===== src/rtl/access_ctrl_n.sv =====
// Keypad access controller: gates NUM_CH load strobes behind a NUM_DIGITS-digit passcode.
// Define ACCESS_LOCKOUT_EN to build the brute-force lockout (fail/lock counters, LOCKOUT state).

module access_ctrl_lane (
  input  logic load_in,
  input  logic grant,
  output logic load_out
);
  assign load_out = load_in & grant;
endmodule

module access_ctrl_n #(
  parameter int DIGIT_W    = 4,
  parameter int NUM_DIGITS = 4,
  parameter logic [DIGIT_W*NUM_DIGITS-1:0] PASSCODE = 16'h3153,
  parameter int NUM_CH      = 2,
  parameter int MAX_FAILS   = 3,
  parameter int LOCK_CYCLES = 1000
) (
  input  logic               clk,
  input  logic               rst,
  input  logic [NUM_CH-1:0]  load_in,
  input  logic [DIGIT_W-1:0] passnum,
  input  logic               p_enter,
  output logic [NUM_CH-1:0]  load_out,
  output logic               passr,
  output logic               passg,
  output logic [2:0]         state_acc
);
  localparam logic [2:0] IDLE    = 3'd0;
  localparam logic [2:0] ENTER   = 3'd1;
  localparam logic [2:0] GRANT   = 3'd2;
  localparam logic [2:0] LOCKOUT = 3'd3;
  localparam int IDX_W = $clog2(NUM_DIGITS);

  logic [2:0]         state;
  logic [IDX_W-1:0]   idx;
  logic               err;
  logic               p_en_q;
  logic               press;
  logic               mis;
  logic               last;
  logic               grant;
  logic [2:0]         fail_state;
  logic [DIGIT_W-1:0] digits [NUM_DIGITS];

  // digit 0 lives in the most-significant field of PASSCODE
  for (genvar k = 0; k < NUM_DIGITS; k++) begin : g_digit
    assign digits[k] = PASSCODE[(NUM_DIGITS-1-k)*DIGIT_W +: DIGIT_W];
  end

  assign press = p_enter & ~p_en_q;
  assign mis   = passnum != digits[(state == IDLE) ? IDX_W'(0) : idx];
  assign last  = idx == IDX_W'(NUM_DIGITS-1);

`ifdef ACCESS_LOCKOUT_EN
  localparam int FC_W = $clog2(MAX_FAILS+1);
  localparam int LC_W = (LOCK_CYCLES > 1) ? $clog2(LOCK_CYCLES) : 1;

  logic [FC_W-1:0] fail_cnt;
  logic [LC_W-1:0] lock_cnt;
  logic            lock_done;

  assign lock_done  = lock_cnt == LC_W'(LOCK_CYCLES-1);
  assign fail_state = (fail_cnt >= FC_W'(MAX_FAILS-1)) ? LOCKOUT : IDLE;

  always_ff @(posedge clk or negedge rst) begin
    if (!rst) begin
      fail_cnt <= '0;
      lock_cnt <= '0;
    end else begin
      if (state == ENTER && press && last) begin
        if (err | mis) begin
          if (fail_cnt != FC_W'(MAX_FAILS)) fail_cnt <= fail_cnt + FC_W'(1);
        end else begin
          fail_cnt <= '0;
        end
      end
      if (state == LOCKOUT) begin
        if (lock_done) begin
          lock_cnt <= '0;
          fail_cnt <= '0;
        end else begin
          lock_cnt <= lock_cnt + LC_W'(1);
        end
      end
    end
  end
`else
  logic unused_cfg;
  assign unused_cfg = ^{32'(MAX_FAILS), 32'(LOCK_CYCLES)};
  assign fail_state = IDLE;
`endif

  always_ff @(posedge clk or negedge rst) begin
    if (!rst) begin
      state  <= IDLE;
      idx    <= '0;
      err    <= 1'b0;
      p_en_q <= 1'b1;
    end else begin
      p_en_q <= p_enter;
      case (state)
        IDLE: if (press) begin
          err   <= mis;
          idx   <= IDX_W'(1);
          state <= ENTER;
        end
        // every sequence runs to full length so a bad digit's position stays hidden
        ENTER: if (press) begin
          if (last) begin
            idx   <= '0;
            err   <= 1'b0;
            state <= (err | mis) ? fail_state : GRANT;
          end else begin
            idx <= idx + IDX_W'(1);
            err <= err | mis;
          end
        end
        GRANT: if (press) state <= IDLE;
`ifdef ACCESS_LOCKOUT_EN
        LOCKOUT: if (lock_done) state <= IDLE;
`endif
        default: begin
          state <= IDLE;
          idx   <= '0;
          err   <= 1'b0;
        end
      endcase
    end
  end

  assign grant     = state == GRANT;
  assign passg     = grant;
  assign passr     = ~grant;
  assign state_acc = state;

  for (genvar i = 0; i < NUM_CH; i++) begin : g_lane
    access_ctrl_lane u_lane (
      .load_in  (load_in[i]),
      .grant    (grant),
      .load_out (load_out[i])
    );
  end
endmodule


===== config.mk =====
export PLATFORM = sky130hd
export DESIGN_NAME = access_ctrl_n
export DESIGN_NICKNAME = d
export VERILOG_FILES = /design/src/rtl/access_ctrl_n.sv
export SDC_FILE = /design/constraint.sdc
export NUM_CORES = 1
export LEC_CHECK = 0
export ABC_AREA = 1
export CAP_MARGIN = 40
export CORE_AREA = 2 2 39 41
export DETAILED_ROUTE_END_ITERATION = 10
export DIE_AREA = 0 0 41 43
export PLACE_DENSITY_LB_ADDON = 0.08
export SLEW_MARGIN = 0
export SYNTH_ARGS = -nofsm -noshare
export SYNTH_HDL_FRONTEND = slang
export SYNTH_SLANG_ARGS = --single-unit

===== constraint.sdc =====
create_clock -name clk -period 2.46 [get_ports clk]
set_clock_uncertainty 0.05 [all_clocks]
set_input_delay 0.246 -clock clk [delete_from_list [all_inputs] [get_ports clk]]
set_output_delay 0.246 -clock clk [all_outputs]
set_load 0.01 [all_outputs]

==> Implementation_results.wiki <==
{| class="wikitable"
! Metric !! Value
|-
| Mapped Area || roughly 440 µm²
|-
| Maximum clock frequency || 0.538 GHz
|-
| Reg area || roughly 150 µm²
|-
| Leakage power total || 0.290 nW
|-
| Post-detailed-route via-to-cell ratio || 4.11
|-
| Worst reg-to-reg setup slack || between 800 and 900 ps
|-
| Final wirelength || 783 µm
|-
| Post-DP Area || 578 µm²
|-
| Number of flops mapped to enable cells by yosys || 0
|-
| Reg-to-Reg End || err
|-
| Number of standard cells in the layout, taps in and fillers out || 96
|-
| Global Route Usage Sum || a little over a tenth
|-
| Capturing element of the worst setup path || load_out[1]
|-
| IR Drop Worst-Case VDD || roughly 0.45 mV
|-
| Most common flop cell mapped by yosys || dfrtp_1
|-
| Placed Instances || 92
|-
| Port-buffer cells || 14
|-
| Final instance area || 604 µm²
|-
| Number of levels the H-tree was split into || 1
|-
| Total of flip-flops plus latches after synthesis || 6
|-
| Maximum number of pins on one net before global-route repair || 7
|-
| Share of synthesized area occupied by flip-flops and latches || around a third
|-
| Die Outline Area || roughly 1800 µm²
|-
| Count of endpoints failing hold in the final timing report || 0
|-
| Top-level I/O count || 16
|-
| Final weighted congestion in routability-driven placement || 0.795
|-
| Chip Width || around 41 µm
|-
| Run status || completed
|-
| Setup Viol. Count Final || 0
|-
| Antenna violations before repair || 0
|-
| Family with the most delay on the worst path || buffers and inverters
|-
| Area grow syn2layout || 37.2%
|-
| Cell type contributing the most total cell area after synthesis || dfrtp_1
|-
| Most common cell in the netlist || nand2_1
|-
| Critical Path Stages || 5
|-
| Worst-path fanout max || 5
|-
| Crit. Startpoint || state_acc[1]
|-
| Starting DRC count in detailed routing || 5
|-
| Hold buffers post-CTS || 0
|-
| DRC violations left || 0
|-
| Period utilization || 75.6%
|-
| Number of pins with negative max-slew slack in the final report || 0
|-
| Clk slew on worst S/H paths || 50 ps
|-
| Post-synthesis net count || 76
|-
| Number of inserted diodes || 0
|-
| YS warnings || 0
|-
| Startpoint of the lowest-slack register-to-register path || state_acc[0]
|-
| Critical path buffer and inverter count || 3
|-
| Total Power Consumption || between 0.0003 and 0.0004 W
|-
| Min-delay worst type || input port to async pin
|-
| Max-cap viol count || 0
|-
| Worst-case reg-to-reg path depth || 10
|-
| CP required || 2160 ps
|-
| Cell types with the highest counts after synthesis || nand2_1, inv_1, nor2_1
|-
| Antenna-violating nets left || 0
|-
| DR WL/cell || 8.16 µm
|-
| Fraction of post-synthesis cell area in the top cell type by area || 28.4%
|-
| First-pass GRT wire length || 1.29 mm
|-
| Vias in the first global route || 348
|-
| Number of vias after detailed routing || about 400
|-
| Power per standard cell area || 661 nW/µm²
|-
| Count of filler cells inserted in the layout || 157
|-
| CTS tree || built
|-
| Core Area || 1380 µm²
|-
| Ratio of cells with drive above 1 in the final layout || ~13%
|-
| Pre-antenna DRT Iters || 4
|-
| Slowest cell on crit path || clkdlybuf4s50_1
|-
| Proportion of synthesized flip-flops having asynchronous set or reset || 100%
|-
| Root buf cell || clkbuf_4
|-
| Latest clock arrival within the worst-skew pair || 240 ps
|-
| Combined area of the multi-input logic cells || 210 µm²
|-
| Area contributors post-synth || dfrtp_1, nand2_1, inv_1, dfstp_2, nor2_1
|-
| Global route total overflow || 0
|-
| Core Rows || 14
|-
| Critical Path Sink Type || primary output
|-
| Worst Path Arrival || 1560 ps
|-
| Sink Count || 6
|-
| Number of nets in the final layout || 92
|-
| Average cell area after synthesis || 6.78 µm²
|-
| Total Neg Setup Slack || 0 ps
|-
| Die Ht || 43 µm
|-
| Effective utilization at floorplan || 31.8%
|-
| Share of the core filled with cells || 43.7%
|-
| Startpoint type of the worst setup path || flip-flop
|-
| Setup repair after global routing missed its margin || no
|-
| Type of the setup path with the least slack || flip-flop to primary output
|-
| Number of different library cells in the post-synthesis netlist || 18
|-
| Number of cells produced by synthesis || 65
|-
| Number of cells upsized or downsized after cts || 0
|-
| Highest cell delay on the worst timing path || approximately 530 ps
|-
| TritonCTS Buffers || 3
|-
| Setup fix buffers added after clock tree synthesis || 0
|-
| Shortest period the worst path allows || about 1900 ps
|-
| Half-perimeter wire length after placement || around 660 µm
|-
| Cell breakdown of the critical path || inv_2, nor2_2, inv_1, nor2_1, clkdlybuf4s50_1
|-
| Buffer depth of the longest clock path || 2
|}
==> kinds of logic after synthesis <==
family	share of synthesized area [%]
AND/OR/NAND/NOR	30.4
buffers and inverters	17.9
AO/OA/AOI/OAI	10.8
flip-flops	34.4
adder cells (fa/ha/maj)	5.68
other	0.851
==> worst register-to-register path, stage by stage, from the launching register on <==
cell	delay, ps
dfrtp_1	440
inv_2	90
nand2_1	80
nand2_1	60
ha_1	310
nand2_1	70
nand3_1	110
o21ai_0	170
nand2_1	60
nand2_1	60
inv_1	30
==> cells in the final DEF (no fill, tap or decap), drive strengths merged <==
master	netlist	final
nand2	15	15
inv	15	15
clkdlybuf4s50	0	14
nor2	9	9
o21ai	5	5
dfrtp	5	5
clkbuf	0	4
a21oi	3	3
nand3	3	3
ha	2	2
nor3	1	1
o21bai	1	1
nand4	1	1
conb	1	1
dfstp	1	1
==> state kept, by name, indices dropped and copies added, names as in the netlist <==
name	count
p_en_q	1
err	1
idx	2
state_acc	2
==> per-layer routing <==
layer  vias up  wire (µm)  GRT usage (%)
met2        11        378           16.6
met5         -          0              0
li1        223          -              -
met1       161        346           14.3
met3         0         58              0
met4         0          0           6.00
==> worst min path at each step <==
| stage | startpoint | to | slack (ps) | cells past startpoint |
|---|---|---|---|---|
| finish | rst | idx[0] | 190 | 1 |
| global route | rst | err | 200 | 1 |
| CTS | rst | idx[0] | 180 | 1 |
| detailed placement | rst | state_acc[1] | 440 | 1 |
| global placement | rst | state_acc[1] | 450 | 1 |
| floorplan | rst | err | -100 | 0 |
==> final cells by class <==
cell class                      instances  share of cell area [%]
Clock buffer                            4                    4.35
Sequential cell                         6                    25.1
Multi-Input combinational cell         41                    34.8
Tap cell                               16                    3.31
Timing Repair Buffer                   14                    23.2
Inverter                               15                    9.32
==> through the flow <==
step / hold slack, ps / setup slack [ps]
after global placement: 446 / 816
final: 186 / 600
after CTS: 185 / 561
after global routing: 205 / 446
after floorplan: -99.6 / 913
after detailed placement: 445 / 805
==> power breakdown <==
part | total (W) | switching [W] | internal (W)
sequential | 0.000142 | 0.0000172 | 0.000124
combinational | 0.000163 | 0.0000904 | 0.0000731
clock | 0.0000943 | 0.0000330 | 0.0000613
Power figures use the tool's default switching activity.
